### config.mk
export PLATFORM = sky130hd
export DESIGN_NAME = conv_ctrl_fsm_flat
export DESIGN_NICKNAME = d
export VERILOG_FILES = /design/src/rtl/conv_ctrl_fsm_pkg.sv /design/src/rtl/conv_ctrl_fsm_if.sv /design/src/rtl/conv_ctrl_fsm_valid_edge_det.sv /design/src/rtl/conv_ctrl_fsm.sv /design/src/flat_wrapper.sv
export SDC_FILE = /design/constraint.sdc
export NUM_CORES = 1
export LEC_CHECK = 0
export BUFFER_PORTS_ARGS = -buffer_cell sky130_fd_sc_hd__buf_4
export CAP_MARGIN = 20
export CORE_MARGIN = 2
export CORE_UTILIZATION = 57
export DETAILED_ROUTE_END_ITERATION = 7
export GPL_ROUTABILITY_DRIVEN = 0
export PLACE_DENSITY_LB_ADDON = 0.15
export SYNTH_ARGS = -nofsm -noshare
export SYNTH_HDL_FRONTEND = slang
export SYNTH_SLANG_ARGS = --single-unit
### constraint.sdc
create_clock -name i_CLK -period 5.7 [get_ports i_CLK]
set_input_delay 0.57 -clock i_CLK [delete_from_list [all_inputs] [get_ports i_CLK]]
set_output_delay 0.57 -clock i_CLK [all_outputs]
set_load 0.03 [all_outputs]
### src/rtl/conv_ctrl_fsm_pkg.sv
// Shared types and defaults for the convolution memory-control FSM.
package conv_ctrl_pkg;

    typedef enum logic [2:0] {
        IDLE  = 3'd0,
        LOAD  = 3'd1,
        PROC  = 3'd2,
        DRAIN = 3'd3,
        READ  = 3'd4
    } state_t;

    localparam int DEF_NB_ADDRESS   = 10;
    localparam int DEF_NB_IMAGE     = 10;
    localparam int DEF_CONV_LATENCY = 6;
    localparam int DEF_KERNEL       = 3;

    // Never returns 0 so a single-bank build still gets a 1-bit index.
    function automatic int clog2(input int v);
        int r;
        r = 1;
        for (int i = 1; i < 31; i++) begin
            if ((1 << i) < v) r = i + 1;
        end
        return r;
    endfunction

endpackage

### src/rtl/conv_ctrl_fsm_if.sv
// Host-side and memory-side signal bundle of the convolution control FSM.
interface conv_ctrl_fsm_if #(
    parameter int NB_ADDRESS = 10,
    parameter int NB_IMAGE   = 10,
    parameter int NB_BANK    = 2
);
    logic                  i_load;
    logic                  i_SoP;
    logic                  i_valid;
    logic [NB_IMAGE-1:0]   i_imgLength;
    logic [NB_ADDRESS-1:0] o_readAdd;
    logic [NB_ADDRESS-1:0] o_writeAdd;
    logic                  o_wrEn;
    logic [NB_BANK-1:0]    o_bankSel;
    logic                  o_valid_toCONV;
    logic                  o_SOP;
    logic                  o_EoP;
    logic                  o_changeBlock;
    logic                  o_err;
    logic [2:0]            o_state;

    modport master (
        output i_load, i_SoP, i_valid, i_imgLength,
        input  o_readAdd, o_writeAdd, o_wrEn, o_bankSel,
        input  o_valid_toCONV, o_SOP, o_EoP,
        input  o_changeBlock, o_err, o_state
    );

    modport slave (
        input  i_load, i_SoP, i_valid, i_imgLength,
        output o_readAdd, o_writeAdd, o_wrEn, o_bankSel,
        output o_valid_toCONV, o_SOP, o_EoP,
        output o_changeBlock, o_err, o_state
    );
endinterface

### src/rtl/conv_ctrl_fsm_valid_edge_det.sv
// Registered rising-edge detector; a level held high yields one pulse.
module valid_edge_det (
    input  logic clk,
    input  logic rst,
    input  logic din,
    output logic rise
);
    logic prev;

    always_ff @(posedge clk) begin
        if (rst) prev <= 1'b0;
        else     prev <= din;
    end

    assign rise = din & ~prev;
endmodule

### src/rtl/conv_ctrl_fsm.sv
// Load / process / drain / readback sequencer for banked line-buffer memory.
module conv_ctrl_fsm
    import conv_ctrl_pkg::*;
#(
    parameter int NB_ADDRESS   = DEF_NB_ADDRESS,
    parameter int NB_IMAGE     = DEF_NB_IMAGE,
    parameter int CONV_LATENCY = DEF_CONV_LATENCY,
    parameter int KERNEL       = DEF_KERNEL,
    parameter int N_BANKS      = 3,
    parameter int NB_BANK      = clog2(N_BANKS)
) (
    input logic            i_CLK,
    input logic            i_reset,
    conv_ctrl_fsm_if.slave bus
);
    localparam int CW = NB_ADDRESS + 1;
    localparam logic [CW-1:0] K_C   = CW'(KERNEL);
    localparam logic [CW-1:0] LAT_C = CW'(CONV_LATENCY);
    localparam logic [NB_BANK-1:0] LAST_BANK = NB_BANK'(N_BANKS - 1);

    state_t state_q, state_d;
    logic [CW-1:0] n_q, n_d, ld_q, ld_d, rd_q, rd_d;
    logic [CW-1:0] wr_q, wr_d, lat_q, lat_d;
    logic [NB_BANK-1:0] bank_q, bank_d, bank_nx;
    logic wren_q, wren_d, vconv_q, vconv_d, sop_q, sop_d;
    logic eop_q, eop_d, cb_q, cb_d, err_q, err_d;
    logic [NB_IMAGE-1:0] img;
    logic rise, len_ok, go;

    valid_edge_det u_edge (
        .clk  (i_CLK),
        .rst  (i_reset),
        .din  (bus.i_valid),
        .rise (rise)
    );

    assign img     = bus.i_imgLength;
    assign len_ok  = CW'(img) >= K_C;
    assign bank_nx = (bank_q == LAST_BANK) ? '0 : bank_q + 1'b1;
    // Exactly one of the three legal requests, gated by the EoP phase.
    assign go = eop_q ? (~bus.i_load & ~bus.i_SoP)
                      : (bus.i_load ^ bus.i_SoP);

    always_ff @(posedge i_CLK) begin
        if (i_reset) begin
            state_q <= IDLE;
            n_q     <= '0;
            ld_q    <= '0;
            rd_q    <= '0;
            wr_q    <= '0;
            lat_q   <= '0;
            bank_q  <= '0;
            wren_q  <= 1'b0;
            vconv_q <= 1'b0;
            sop_q   <= 1'b0;
            eop_q   <= 1'b0;
            cb_q    <= 1'b0;
            err_q   <= 1'b0;
        end else begin
            state_q <= state_d;
            n_q     <= n_d;
            ld_q    <= ld_d;
            rd_q    <= rd_d;
            wr_q    <= wr_d;
            lat_q   <= lat_d;
            bank_q  <= bank_d;
            wren_q  <= wren_d;
            vconv_q <= vconv_d;
            sop_q   <= sop_d;
            eop_q   <= eop_d;
            cb_q    <= cb_d;
            err_q   <= err_d;
        end
    end

    always_comb begin
        state_d = state_q;
        n_d     = n_q;
        ld_d    = ld_q;
        rd_d    = rd_q;
        wr_d    = wr_q;
        lat_d   = lat_q;
        bank_d  = bank_q;
        wren_d  = 1'b0;
        vconv_d = vconv_q;
        sop_d   = sop_q;
        eop_d   = eop_q;
        cb_d    = 1'b0;
        err_d   = 1'b0;
        unique case (state_q)
            IDLE: begin
                ld_d  = '0;
                rd_d  = '0;
                wr_d  = '0;
                lat_d = '0;
                if (bus.i_load && bus.i_SoP) begin
                    err_d = 1'b1;
                end else if (go && !len_ok) begin
                    err_d = 1'b1;
                end else if (go) begin
                    n_d = CW'(img);
                    if (bus.i_load) begin
                        state_d = LOAD;
                    end else if (bus.i_SoP) begin
                        state_d = PROC;
                        sop_d   = 1'b1;
                        vconv_d = 1'b1;
                    end else begin
                        state_d = READ;
                    end
                end
            end
            LOAD: begin
                // Address advances after the write cycle it was shown in.
                if (wren_q) ld_d = ld_q + 1'b1;
                if (rise && ld_q < n_q) wren_d = 1'b1;
                if (ld_q == n_q && !wren_q && !bus.i_load) begin
                    cb_d    = 1'b1;
                    bank_d  = bank_nx;
                    state_d = IDLE;
                end
            end
            PROC: begin
                lat_d = lat_q + 1'b1;
                if (rd_q < n_q - 1'b1) rd_d = rd_q + 1'b1;
                if (wren_q && wr_q == n_q - K_C) begin
                    vconv_d = 1'b0;
                    sop_d   = 1'b0;
                    eop_d   = 1'b1;
                    state_d = DRAIN;
                end else if (lat_q + 1'b1 >= LAT_C) begin
                    wren_d = 1'b1;
                    if (wren_q) wr_d = wr_q + 1'b1;
                end
            end
            DRAIN: begin
                if (!bus.i_SoP) state_d = IDLE;
            end
            READ: begin
                if (rise && rd_q < n_q) rd_d = rd_q + 1'b1;
                if (rd_q == n_q) begin
                    eop_d   = 1'b0;
                    cb_d    = 1'b1;
                    bank_d  = bank_nx;
                    state_d = IDLE;
                end
            end
            default: state_d = IDLE;
        endcase
    end

    always_comb begin
        bus.o_readAdd  = '0;
        bus.o_writeAdd = '0;
        unique case (state_q)
            LOAD: bus.o_writeAdd = ld_q[NB_ADDRESS-1:0];
            PROC, DRAIN: begin
                bus.o_readAdd  = rd_q[NB_ADDRESS-1:0];
                bus.o_writeAdd = wr_q[NB_ADDRESS-1:0];
            end
            READ: bus.o_readAdd = rd_q[NB_ADDRESS-1:0];
            default: ;
        endcase
    end

    assign bus.o_wrEn         = wren_q;
    assign bus.o_bankSel      = bank_q;
    assign bus.o_valid_toCONV = vconv_q;
    assign bus.o_SOP          = sop_q;
    assign bus.o_EoP          = eop_q;
    assign bus.o_changeBlock  = cb_q;
    assign bus.o_err          = err_q;
    assign bus.o_state        = state_q;
endmodule

### src/flat_wrapper.sv
// flat-port wrapper written by rule: the top's interface ports become plain ports
module conv_ctrl_fsm_flat import conv_ctrl_pkg::*;
#(
    parameter int NB_ADDRESS   = DEF_NB_ADDRESS,
    parameter int NB_IMAGE     = DEF_NB_IMAGE,
    parameter int CONV_LATENCY = DEF_CONV_LATENCY,
    parameter int KERNEL       = DEF_KERNEL,
    parameter int N_BANKS      = 3,
    parameter int NB_BANK      = clog2(N_BANKS)
)
  (i_CLK, i_reset, bus_i_load, bus_i_SoP, bus_i_valid, bus_i_imgLength, bus_o_readAdd, bus_o_writeAdd, bus_o_wrEn, bus_o_bankSel, bus_o_valid_toCONV, bus_o_SOP, bus_o_EoP, bus_o_changeBlock, bus_o_err, bus_o_state);
  conv_ctrl_fsm_if #(.NB_ADDRESS(NB_ADDRESS), .NB_IMAGE(NB_IMAGE), .NB_BANK(NB_BANK)) bus_i ();
  input logic i_CLK;
  input logic i_reset;
  input wire logic [$bits(bus_i.i_load)-1:0] bus_i_load;
  input wire logic [$bits(bus_i.i_SoP)-1:0] bus_i_SoP;
  input wire logic [$bits(bus_i.i_valid)-1:0] bus_i_valid;
  input wire logic [$bits(bus_i.i_imgLength)-1:0] bus_i_imgLength;
  output wire logic [$bits(bus_i.o_readAdd)-1:0] bus_o_readAdd;
  output wire logic [$bits(bus_i.o_writeAdd)-1:0] bus_o_writeAdd;
  output wire logic [$bits(bus_i.o_wrEn)-1:0] bus_o_wrEn;
  output wire logic [$bits(bus_i.o_bankSel)-1:0] bus_o_bankSel;
  output wire logic [$bits(bus_i.o_valid_toCONV)-1:0] bus_o_valid_toCONV;
  output wire logic [$bits(bus_i.o_SOP)-1:0] bus_o_SOP;
  output wire logic [$bits(bus_i.o_EoP)-1:0] bus_o_EoP;
  output wire logic [$bits(bus_i.o_changeBlock)-1:0] bus_o_changeBlock;
  output wire logic [$bits(bus_i.o_err)-1:0] bus_o_err;
  output wire logic [$bits(bus_i.o_state)-1:0] bus_o_state;
  assign bus_i.i_load = bus_i_load;
  assign bus_i.i_SoP = bus_i_SoP;
  assign bus_i.i_valid = bus_i_valid;
  assign bus_i.i_imgLength = bus_i_imgLength;
  assign bus_o_readAdd = bus_i.o_readAdd;
  assign bus_o_writeAdd = bus_i.o_writeAdd;
  assign bus_o_wrEn = bus_i.o_wrEn;
  assign bus_o_bankSel = bus_i.o_bankSel;
  assign bus_o_valid_toCONV = bus_i.o_valid_toCONV;
  assign bus_o_SOP = bus_i.o_SOP;
  assign bus_o_EoP = bus_i.o_EoP;
  assign bus_o_changeBlock = bus_i.o_changeBlock;
  assign bus_o_err = bus_i.o_err;
  assign bus_o_state = bus_i.o_state;
  conv_ctrl_fsm #(.NB_ADDRESS(NB_ADDRESS), .NB_IMAGE(NB_IMAGE), .CONV_LATENCY(CONV_LATENCY), .KERNEL(KERNEL), .N_BANKS(N_BANKS), .NB_BANK(NB_BANK)) u_core (.i_CLK(i_CLK), .i_reset(i_reset), .bus(bus_i));
endmodule
* Yosys cells after proc, flatten, opt, wreduce, memory -nomap -nowiden
Index checks and enable logic that the tools add are counted.
Word-level totals: bits in registers 65, latch bits 0, memory bits (writable) 0, bits in read-only memories 0, logic and storage cells 130, memories 0
Cells by class: add/sub/neg operators 7, multiply operators 0, div/mod/pow operators 0, $lt $le $gt $ge 5, equality and inequality tests 23, shifts and indexed selects 0, mux-type cells 46, bitwise operators 9, reductions and logical operators 27
Operators by type and width (count):
- 11-bit 2-to-1 mux | 6
- 11-bit one-hot mux with 2 select lines | 3
- 11-bit by 1-bit adder with 11-bit output, second input constant | 4
- 11-bit one-hot mux with 3 select lines | 1
- 3-bit 2-to-1 mux | 9
- 11-bit by 10-bit == test with 1-bit output | 2
- 11-bit by 10-bit < comparator with 1-bit output | 2
- 10-bit one-hot mux with 2 select lines | 1
- 2-bit by 1-bit != test with 1-bit output, second input constant | 9
- 1-bit 2-to-1 mux | 16
- 3-bit one-hot mux with 5 select lines | 1
- 7-bit AND reduction | 2
- 2-bit != test, second input constant | 6
- 11-bit == test | 1
- 11-bit by 3-bit >= comparator with 1-bit output, second input constant | 1
- 11-bit < comparator | 1
- 10-bit by 1-bit subtractor with 11-bit output, second input constant | 1
- 10-bit by 2-bit subtractor with 11-bit output, second input constant | 1
- 10-bit by 2-bit >= comparator with 1-bit output, second input constant | 1
- 10-bit 2-to-1 mux | 1
- 3-bit AND reduction | 3
- 1-bit one-hot mux with 2 select lines | 4
- 4-bit AND reduction | 2
- 2-bit nonzero test | 4
- 17 further kinds | 35

* Depth between registers and ports, before layout
word-level depth 7, depth in mapped cells 13, gate-level depth less buffers 11

* Modules after synthesis
From an unflattened synthesis, not the netlist that was laid out.
Unflattened totals: cells, all modules 603, area total of the unflattened synthesis 4737.0 um2
Modules (own cells, without submodules):
- conv_ctrl_fsm | instances 1, cells each 600, area an instance 4689.5 um2
- valid_edge_det | instances 1, cells each 3, area an instance 47.5 um2

* Least setup slack after synthesis
OpenSTA, ideal clock, no wires.
path kind register -> register, start register u_core.n_q[0], end register u_core.rd_q[3], arrival time 2.724 ns, data required time 5.599 ns, setup slack 2.875 ns, stages on the path, launching flop included 13, buffers on the path 1, clock period less this slack 2.825 ns, cells stage by stage dfxtp_1 buf_2 inv_1 ha_1 ha_1 nor2b_1 o21a_1 o21a_1 o21ai_0 a21oi_1 o2111ai_1 nand3_1 o41ai_1
On the way: longest elaborated chain between the ends 4, elaborated cells on any way between the ends 7, classes of those cells add/sub (1); order compare (2); eq/ne (2); reduce/logical (2)
Ends and longest elaborated chain:
- start, declared | line conv_ctrl_fsm.sv:22 | logic [CW-1:0] n_q, n_d, ld_q, ld_d, rd_q, rd_d;
- start signal, assigned | line conv_ctrl_fsm.sv:61 | n_q <= n_d;
- 10-bit by 1-bit subtractor with 11-bit output / 11-bit by 10-bit < comparator with 1-bit output (equally long branches) | line conv_ctrl_fsm.sv:125, conv_ctrl_fsm.sv:140
- 11-bit < comparator / 1-bit logical AND (equally long branches) | line conv_ctrl_fsm.sv:125, conv_ctrl_fsm.sv:140
- 2-bit by 1-bit != test with 1-bit output (no line)
- 3-bit AND reduction (no line) *
- end signal, assigned | line conv_ctrl_fsm.sv:63 | rd_q <= rd_d;
- end, declared | line conv_ctrl_fsm.sv:22
Mark *: on every way between the ends. The rest lies on a longest branch, timed or not. A chain may end at the register's enable or synchronous reset.

* Final worst setup path
Same ends and word-level chain as after synthesis.

==> summary.md <==
| Metric | Value |
|---|---|
| Status | finished clean |
| Worst hold stages | 3 |
| Die H | 96.15 um |
| Clk pwr share | 0.331 |
| Critical path type | reg -> reg |
| Initial DRC count | 343 |
| IO Count | 46 |
| Area Growth Syn to Fin | 9.902% |
| Synth Area in Simple Gates | 0.2898 |
| Max Fclk | 0.3022 GHz |
| Max Clock Skew | 0.01830 ns |
| Commonest non-fill, non-tap cell in the layout | nand2_1 |
| Skew-Pair Late Insertion Delay | 0.37 ns |
| Period minus WS final | 3.309 ns |
| Total Neg Setup Slack | 0 ns |
| Stages on worst setup path | 11 |
| Syn Area/Cell | 7.469 um^2 |
| Syn Std Cell Area | 4840 um^2 |
| Antenna-violating nets left | 0 |
| DRC viols | 0 |
| HPWL after DPL | 9513 um |
| I/O Buffers | 45 |
| CP Data Arrival Time | 3.57 ns |
| Post-CTS setup buffer count | 0 |
| Maximum VDD drop | 0.0001165 V |
| Overflow after GRT | 0 |
| Worst-margin pin slew | 0.7770 ns |
| Die area | 9244 um^2 |
| Logic pwr share | 0.255 |
| Dpl ws | 2.433 ns |
| Most frequent cells in the layout | nand2_1, nor2_1, dfxtp_1 |
| Sw Ratio | 0.3495 |
| All-Layer GR Usage | 0.2919 |
| Leak Pwr | 2.134 nW |
| Worst-path fanout max | 10 |
| Crit end category | register |
| # rows | 33 |
| Final Net Count | 723 |
| Sequential Power Share | 0.414 |
| Bufs and invs on worst path | 1 |
| Unique masters post-synth | 62 |
| H-tree Lvls | 3 |
| Synth Area in Compound Gates | 0.1965 |
| First-pass GRT wire length | 20,890 um |
| Largest net degree at the start of global routing | 53 |
| Met3 track demand over resource | 0.04620 |
| Post-synthesis register bit count | 65 |
| R2R depth | 11 |
| Most Crowded Layer GR | met2 |
| CTS tree | built |
| Cell Chain, Critical Path | inv_1, ha_1, ha_1, nor2b_1, o21a_1, o21a_1, o21ai_0, a21oi_1, o2111ai_1, nand3_1, o41ai_1 |
| Initial antenna violation count | 0 |
| CP Launch Type | register |
| Setup ws final | 2.391 ns |
| # Max-Cap Violations | 0 |
| Pwr dens | 225.4 nW/um^2 |
| Reg clk slew, reported paths | 0.09 ns |
| Seq/Total Area, Yosys | 0.2689 |
| Min-delay worst type | in -> reg |
| Net Switching | 0.0004190 W |
| Slew headroom | 0.4672 |
| Critical-path cell with the highest stage delay | dfxtp_1 |
| Final setup fails | 0 |
| Gate Count Post-Synth | 648 |
| Crit path required time | 5.96 ns |
| Ant. Diodes | 0 |
| Fin util | 0.6473 |
| Starting Density | 0.5890 |
| Ratio of cells with drive above 1 in the final layout | 0.1101 |
| Clk root buf | clkbuf_8 |
| Ys Warns | 0 |
| Met2 GRT Util | 0.4705 |
| Met1 Track Usage GR | 0.3875 |
| Design Area, Final | 5319 um^2 |
| Vias in the first global route | 4,297 |
| EDFF count, synth | 0 |
| Crit-path leading delay family | compound AO/OA/AOI/OAI gates |
| Synth Area in Adders | 0.1060 |
| Slowest stage delay, CP | 0.55 ns |
| Drt total wl | 13,090 um |
| Core Footprint | 8217 um^2 |
| Fin crit share | 0.5805 |
| Worst hold slack | 0.4678 ns |
| Total CTS buffers | 9 |
| Post-Synth XOR/XNOR Area | 0.06153 |
| Wire per inst | 16.85 um |
| RSZ-0062 raised after global routing | no |
| Post-DP Area | 5124 um^2 |
| Mux cell area share after synthesis | 0.01241 |
| Main combinational cell family by area after synthesis | simple AND/OR/NAND/NOR gates |
| Hold Buf Count CTS | 0 |
| Endpoints failing hold | 0 |
| Synth Net Count | 704 |
| Pint | 0.0007799 W |
| Drt pass-1 iters | 7 |
| Resize count post-CTS | 0 |
| CTS Buffer Depth | 2 |
| DIE WIDTH | 96.15 um |
| Ys flop type | dfxtp_1 |
| Clk sinks | 65 |
| Fin. max-slew vios | 0 |
| Vias per inst | 6.203 |
| Vias after detailed routing | 4,820 |
| Asr flop ratio synth | 0 |
[synthesized netlist by cell type (3+ instances only)]
cell type / n / area, um^2
a31oi_1: 11 / 68.82
nor4_1: 8 / 50.05
clkbuf_1: 24 / 90.09
nand4b_1: 4 / 35.03
nor3_1: 15 / 75.07
or3_1: 14 / 87.58
o21ai_0: 18 / 90.09
a211oi_1: 4 / 30.03
nor2b_1: 14 / 87.58
buf_1: 4 / 15.01
mux2i_1: 6 / 60.06
dfxtp_1: 65 / 1301
xnor2_1: 22 / 192.7
nand4_1: 14 / 87.58
o21a_1: 8 / 60.06
o2111ai_1: 3 / 26.28
a21oi_1: 60 / 300.3
and3_1: 11 / 68.82
and2_1: 4 / 25.02
buf_6: 5 / 56.30
nand3_1: 30 / 150.1
a21o_1: 5 / 37.54
nand3b_1: 5 / 37.54
ha_1: 41 / 513.0
nor2_1: 75 / 281.5
o41ai_1: 7 / 61.31
nand2_1: 77 / 289.0
xor2_1: 12 / 105.1
inv_1: 30 / 112.6
buf_2: 4 / 20.02
o311ai_0: 7 / 61.31
[power groups by stage]
| stage | Combinational (W) | Sequential (W) | Clock (W) |
|---|---|---|---|
| after detailed placement | 0.000298 | 0.000506 | 0 |
| final | 0.000306 | 0.000497 | 0.000396 |
| after global routing | 0.000340 | 0.000499 | 0.000416 |
| after global placement | 0.000288 | 0.000505 | 0 |
| after CTS | 0.000300 | 0.000496 | 0.000396 |
| after floorplan | 0.000239 | 0.000492 | 0 |
[state kept, by name (all words and copies together), names as in the netlist]
signal                    count
u_core.lat_q                 11
u_core.ld_q                  11
u_core.bus.o_bankSel          2
u_core.wr_q                  11
u_core.bus.o_state            3
u_core.bus.o_EoP              1
u_core.n_q                   10
u_core.bus.o_wrEn             1
u_core.u_edge.prev            1
u_core.bus.o_changeBlock      1
u_core.rd_q                  11
u_core.bus.o_SOP              1
u_core.bus.o_err              1
[per-layer routing]
| metal | vias to the layer above | wire (um) |
|---|---|---|
| met2 | 184 | 6144 |
| met1 | 2265 | 5843 |
| met3 | 27 | 829 |
| met4 | 0 | 273 |
| li1 | 2344 | - |
| met5 | - | 0 |
[cells by family (layout without fill, tap and decap cells)]
logic type,count (synthesis),in the layout
fa+ha+maj,41,41
simple gates,286,286
flops,65,65
buf+inv,70,94
mux,6,6
compound gates,146,146
xor+xnor,34,34
[worst min-delay path, stage by stage]
cell and delay (ns):
buf_4 0.11, nand2_1 0.05, a21oi_1 0.05
[final timing paths]
| path | start | endpoint | slack, ns |
|---|---|---|---|
| max | u_core.n_q[0] | u_core.rd_q[3] | 2.39 |
| min | bus_i_imgLength[8] | u_core.n_q[8] | 0.47 |
| max reg2reg | u_core.n_q[0] | u_core.rd_q[3] | 2.39 |
| min reg2reg | u_core.bus.o_SOP | u_core.bus.o_SOP | 0.48 |
[final cells by class]
type                       instances  area, um^2
clock buffer                      11       131.4
inverter                          30       112.6
timing repair buffer              48       360.3
multi-input combinational        513        3224
sequential                        65        1303
clock inverter                     5       56.30
tap                              105       131.4
fill                             731        2898
[stage by stage]
stage	cells	total power (W)
2_1_floorplan	648	0.0007312
4_1_cts	776	0.001192
6_report	777	0.001199
3_3_place_gp	760	0.0007935
5_1_grt	777	0.001255
3_5_place_dp	760	0.0008042
Note: power is estimated with default switching activity, not from simulation.
